## config.mk

```make
export PLATFORM = sky130hd
export DESIGN_NAME = instr_fetch_stage
export DESIGN_NICKNAME = d
export VERILOG_FILES = /design/src/rtl/instr_fetch_stage.sv
export SDC_FILE = /design/constraint.sdc
export NUM_CORES = 1
export LEC_CHECK = 0
export CAP_MARGIN = 30
export CORE_ASPECT_RATIO = 1.4
export CORE_MARGIN = 5
export CORE_UTILIZATION = 54
export DETAILED_ROUTE_END_ITERATION = 6
export GPL_TIMING_DRIVEN = 0
export PLACE_DENSITY = 0.86
export SYNTH_ARGS = -nofsm -noshare
export SYNTH_HDL_FRONTEND = slang
export SYNTH_SLANG_ARGS = --single-unit
```

## constraint.sdc

```tcl
create_clock -name clk -period 4.55 [get_ports clk]
set_input_delay 0.91 -clock clk [delete_from_list [all_inputs] [get_ports clk]]
set_output_delay 0.91 -clock clk [all_outputs]
set_load 0.01 [all_outputs]
```

## src/rtl/instr_fetch_stage.sv

```systemverilog
// MIPS instruction-fetch stage: PC register, single-outstanding imem request,
// one-entry skid buffer for stalls, and the IF/ID register feeding decode.
module instr_fetch_stage #(
    parameter logic [31:0] RESET_PC  = 32'h0000_0000,
    parameter logic [31:0] NOP_INSTR = 32'h0000_0000
) (
    input  logic        clk,
    input  logic        rst,
    output logic        imem_req,
    output logic [31:0] imem_addr,
    input  logic        imem_ready,
    input  logic [31:0] imem_rdata,
    input  logic        stall,
    input  logic        redirect,
    input  logic [31:0] redirect_pc,
    output logic [31:0] pc,
    output logic [31:0] if_id_instr,
    output logic [5:0]  if_id_opcode,
    output logic [31:0] if_id_pc4,
    output logic        if_id_valid
);

    typedef enum logic [1:0] {IDLE, FETCH, HOLD, DROP} state_t;

    state_t      state;
    logic [31:0] skidBuf;
    logic [31:0] redirPc;
    logic [31:0] pcPlus4;

    assign redirPc      = {redirect_pc[31:2], 2'b00};
    assign pcPlus4      = pc + 32'd4;
    assign if_id_opcode = if_id_instr[31:26];

    always_ff @(posedge clk) begin
        if (rst) begin
            state       <= IDLE;
            pc          <= RESET_PC;
            imem_addr   <= RESET_PC;
            imem_req    <= 1'b0;
            if_id_instr <= NOP_INSTR;
            if_id_pc4   <= 32'h0;
            if_id_valid <= 1'b0;
            skidBuf     <= NOP_INSTR;
        end else begin
            unique case (state)
                IDLE: begin
                    state     <= FETCH;
                    imem_req  <= 1'b1;
                    imem_addr <= pc;
                end
                FETCH: begin
                    if (redirect) begin
                        pc          <= redirPc;
                        if_id_instr <= NOP_INSTR;
                        if_id_valid <= 1'b0;
                        // An unanswered request must keep its address; drain it in DROP.
                        if (imem_ready) imem_addr <= redirPc;
                        else            state     <= DROP;
                    end else if (imem_ready) begin
                        if (stall) begin
                            skidBuf  <= imem_rdata;
                            imem_req <= 1'b0;
                            state    <= HOLD;
                        end else begin
                            if_id_instr <= imem_rdata;
                            if_id_pc4   <= pcPlus4;
                            if_id_valid <= 1'b1;
                            pc          <= pcPlus4;
                            imem_addr   <= pcPlus4;
                        end
                    end else if (!stall) begin
                        if_id_instr <= NOP_INSTR;
                        if_id_valid <= 1'b0;
                    end
                end
                HOLD: begin
                    if (redirect) begin
                        pc          <= redirPc;
                        imem_addr   <= redirPc;
                        imem_req    <= 1'b1;
                        if_id_instr <= NOP_INSTR;
                        if_id_valid <= 1'b0;
                        state       <= FETCH;
                    end else if (!stall) begin
                        if_id_instr <= skidBuf;
                        if_id_pc4   <= pcPlus4;
                        if_id_valid <= 1'b1;
                        pc          <= pcPlus4;
                        imem_addr   <= pcPlus4;
                        imem_req    <= 1'b1;
                        state       <= FETCH;
                    end
                end
                DROP: begin
                    // Last redirect wins; the stale response is thrown away.
                    if (redirect) pc <= redirPc;
                    if (imem_ready) begin
                        imem_addr <= redirect ? redirPc : pc;
                        state     <= FETCH;
                    end
                end
                default: state <= IDLE;
            endcase
        end
    end

endmodule

```

* Yosys cells after proc, flatten, opt, wreduce, memory -nomap -nowiden
Index checks and enable logic that the tools add are counted.
** Storage, ports and cells
- Flip-flop bits (word level) :: 164
- Input bits :: 69
- Output and inout bits :: 136
- Logic and storage cells :: 81
** Cells by class
- Bitwise operators :: 1
- Multiplexer cells :: 45
- Eq/ne operators :: 14
- $add $sub $neg :: 1
- Reduce and logical (&&, ||, !) cells :: 12
** Operator list (count)
- $mux W32 :: 21
- $pmux W32 S2 :: 2
- $pmux W32 S4 :: 1
- $pmux W32 S3 :: 1
- $add A32 B3 Y32 const B :: 1
- $ne A3 B3 Y1 const B :: 5
- $mux W2 :: 7
- $mux W1 :: 10
- $ne A2 B2 Y1 const B :: 5
- $reduce_and A5 Y1 :: 2
- $pmux W2 S4 :: 1
- $reduce_and A4 Y1 :: 2
- $reduce_and A2 Y1 :: 3
- $reduce_bool A3 Y1 :: 2
- $eq A2 B2 Y1 const B :: 2
- $ne A4 B4 Y1 const B :: 1
- $pmux W1 S3 :: 1
- $reduce_and A3 Y1 :: 1
- $eq A2 B1 Y1 const B :: 1
- $logic_not A2 Y1 :: 1
- $pmux W1 S2 :: 1
- $reduce_bool A2 Y1 :: 1
- $not A1 Y1 :: 1

* Depth between registers and ports, before layout
- Word-level depth :: 5
- Depth in mapped cells :: 10
- Mapped depth without buffers :: 7

* Least setup slack after synthesis
Ideal clock, no wire load.
- Kind :: input to register
- Start :: in redirect
- End :: reg pc[28]
- Library setup time :: 74 ps
- Slack :: 2056 ps
- Data arrival time :: 2420 ps
- Cell stages on the path :: 6
- Buffers on the path :: 2
- Data required time :: 4476 ps
- Path through :: clkbuf_1 > or2_2 > or4_1 > clkbuf_1 > o41a_1 > a31oi_1
** Between the ends
- Cells in the longest elaborated chain, start to end :: 2
- Elaborated cells on any way between the ends :: 6
- Classes of those cells :: eq/ne (1); mux (4); reduce/logical (1)
** RTL lines
- start, declared :: line 14 : input logic redirect,
- $mux W32 (tied with other cells)
- $pmux W32 S3 / $reduce_and A2 Y1 (equally long branches)
- end signal, assigned :: line 53 : pc <= redirPc;
- end signal, assigned :: line 68 : pc <= pcPlus4;
- end signal, assigned :: line 78 : pc <= redirPc;
- end, declared :: line 16 : output logic [31:0] pc,
Several ways; a longest one is shown, not always the timed one.
A chain may end at the register's enable or synchronous reset.

* Worst setup path after layout
- Start :: in redirect
- End :: reg imem_addr[11]
** Between the ends
- Cells in the longest elaborated chain, start to end :: 3
- Elaborated cells on any way between the ends :: 5
- Classes of those cells :: mux (5)
** RTL lines
- $mux W32
- $mux W32 :: line 97 : if (imem_ready) begin
- $pmux W32 S4 * :: line 45 : unique case (state)
- end signal, assigned :: line 49 : imem_addr <= pc;
- end signal, assigned :: line 57 : if (imem_ready) imem_addr <= redirPc;
- end signal, assigned :: line 98 : imem_addr <= redirect ? redirPc : pc;
- end, declared :: line 10 : output logic [31:0] imem_addr,
Mark *: on every way between the ends. The rest lies on a longest branch, timed or not. The select of a mux whose other input is x is not followed.

==> run metrics <==
outcome finished clean; Post-Place Cells 1488; FFs w/ async S/R, synth 0%; Root Driver clkbuf_16; HP Start skidBuf[14]$_SDFFE_PP0P_; Distinct cells, synth just over 70; Post-Syn Area 8570 µm²; largest net degree at the start of global routing 17; actual slew at the worst max-slew pin 0.933 ns; Area growth syn-to-layout 33.4%; Switching Power 1640 µW; filler instances 1243; fraction of layout cells with a size suffix above 1 7.10%; Post-Syn Instances 1088; number of global-route vias before repair just under 10000; final setup vio count 0; WP depth 7; WL/cell 23.1 µm; Critical Path End Type flop; PortBufs 202; DRC Markers 0; PwrDens 410 nW/µm²; r2r setup slk 1.22 ns; Int Power 3050 µW; hpwl dp 25900 µm; die area 18500 µm²; Peak VDD IR 0.292 mV; Setup Buffers After CTS 0; Seq pwr share 36.8%; post-cts hold buffer count 0; Switching Fraction 34.9%; grt peak-use layer met2; Setup CP Type in2reg; met1 usage in global routing 41.0%; number of synthesized flops with an enable pin 0; Crit Reg-Reg Endpoint if_id_pc4[24]$_SDFFE_PP0P_; hold path depth 2; Slew HR 37.8%; first-pass GRT wire length 53200 µm; cell taking the most area after synthesis dfxtp_1; LEAKAGE 0.00385 µW; Achievable Freq 285 MHz; top-count cell post-synth dfxtp_1; max-capacitance violation count 0; Num Clock Sinks 164; unrepaired setup endpoints after global routing no; warnings from Yosys 0; gr usage total between 30% and 40%; synthesized flop and latch total 164; Non-Filler Instances 1520; Total Routed Length 35100 µm; family with the most delay on the worst path buffers and inverters; fin area ~11000 µm²; Routed Antenna Nets 0; register area share after synthesis 38.3%; Hold Fails Final Rpt 0; Max clock buf depth 2; CTS tree built; num rows 54; period utilisation layout between 70% and 80%; Final GP Congestion 1.01; Worst EP required 4.92 ns; TritonCTS buffer count 17; Chip Width approximately 120 µm; Resized cells post-CTS 0; via count approximately 9800; Worst Path Arrival 3.87 ns; met3 Resource Use GR 7.98%; Buf/Inv on CP 5; slowest CP cell buf_1; Synth Flop Type dfxtp_1; CP max FO 10; critical path launch point type input port; Logic pwr share 31.8%; n_diodes 0; Vias/cell 6.44; H-tree Lvls 4; CTS clk-pin slew, worst paths 0.07 ns; synth cell count leaders 164 x dfxtp_1, 121 x nand2_1, 110 x nor2_1; clock group share of total power 31.4%; placed cell area 10900 µm²; min Tclk post-route 3.51 ns; gr ovfl total 0; Nets between 1000 and 1500; Largest stage delay, worst path 0.64 ns; Yosys top cell area share 38.3%; reg2reg path depth 8; Initial Util 54.9%; Pre-antenna DRT Iters 6; CP Cell Sequence clkdlybuf4s50_1, clkbuf_1, buf_2, buf_1, clkbuf_1, o21ai_0, a21oi_1; Worst Skew 0.00881 ns; final-report max-slew violation count 0; Die H about 160 µm; Hold EP skidBuf[14]$_SDFFE_PP0P_; Synth area leaders dfxtp_1 38%, a211oi_1 5.8%, nand2_1 5.3%; GR Layer Usage met2 63.3%; worst hold path type reg2reg; CP most frequent cell clkbuf_1; Mapped Avg Cell Area between 7 and 8 µm²; syn_nets 1162; total core area 15600 µm²; setup TNS 0 ns; initial antenna violation count 0; Clock Latency Late Sink 0.45 ns; I/O pins roughly 210; r2r startpoint state[0]$_SDFFE_PP0P_; DRT iter0 DRCs 961
power by group through the flow:
| stage | combinational (µW) | clock, µW | sequential, µW |
|---|---|---|---|
| after floorplan | 688 | 0 | 1800 |
| after global placement | 1440 | 0 | 1750 |
| after detailed placement | 1460 | 0 | 1750 |
| after CTS | 1470 | 1470 | 1720 |
| after global routing | 1590 | 1530 | 1740 |
| final | 1490 | 1470 | 1730 |
kinds of logic after synthesis:
family	Yosys count	share of synthesized area [%]
AOI/OAI and AO/OA	381	30.4
and+or+nand+nor	361	19.8
DFF	164	38.3
buffers and inverters	143	7.18
xor gates and xnor gates	27	2.76
muxes	7	0.861
adders and majority gates	5	0.730
stage by stage:
step / total power, µW / utilization (%) / setup slack (ns) / hold WS [ns]
floorplan: 2490 / - / 2.06 / 0.436
global placement: 3180 / 69.5 / 0.693 / 0.441
detailed placement: 3210 / 69.5 / 0.778 / 0.446
CTS: 4660 / 73.3 / 1.18 / 0.456
global route: 4860 / 73.3 / 0.993 / 0.476
finish: 4690 / 73.3 / 1.04 / 0.455
flip-flops by register name, summed over array words and instances, names as in the netlist:
register and flops:
imem_addr 32, if_id_instr 32, imem_req 1, pc 32, if_id_valid 1, skidBuf 32, if_id_pc4 32, state 2
worst max-delay path by stage:
| stage | to | slack [ns] | start |
|---|---|---|---|
| after floorplan | pc[28]$_SDFFE_PP0P_ | 2.06 | redirect |
| after global placement | pc[12]$_SDFFE_PP0P_ | 0.69 | redirect |
| after detailed placement | imem_addr[11]$_SDFFE_PP0P_ | 0.78 | redirect |
| after CTS | imem_addr[11]$_SDFFE_PP0P_ | 1.18 | redirect |
| after global routing | imem_addr[11]$_SDFFE_PP0P_ | 0.99 | redirect |
| final | imem_addr[11]$_SDFFE_PP0P_ | 1.04 | redirect |
cells in the final DEF, fill, tap and decap left out, types with 12 or more instances in the layout:
cell type / instances
o22ai_1: 12
clkbuf_1: 80
clkdlybuf4s50_1: 202
nand3_1: 22
a21oi_1: 90
nand4_1: 15
nand2_1: 121
clkbuf_16: 17
nor2_1: 110
buf_4: 14
o21bai_1: 12
inv_1: 15
a22oi_1: 41
nor3_1: 23
buf_2: 24
a211oi_1: 66
xnor2_1: 21
o21ai_0: 47
a221oi_1: 17
dfxtp_1: 164
worst register-to-register path, cell delays in order, from the launching register on:
cell and delay [ns]:
dfxtp_1 0.37, inv_1 0.11, ha_1 0.34, clkbuf_1 0.42, nor2b_1 0.28, o21a_1 0.44
buf_1 0.65, buf_1 0.46, a211oi_1 0.14
metal layers:
metal,vias to the layer above,part of all wire (%)
met3,176,11
met5,-,0
met2,657,49
met1,4528,33
li1,4422,-
met4,0,7.1
final cells by class:
type                            count  area, µm²  area share, %
Multi-Input combinational cell    781       4680           40.9
Tap cell                          196        245           2.14
Buffer                            127        556           4.86
Timing Repair Buffer              204       2030           17.8
Clock inverter                     13        135           1.18
Inverter                           16       60.1          0.525
Sequential cell                   164       3280           28.7
Clock buffer                       19        453           3.96
(Power assumes the default switching activity.)
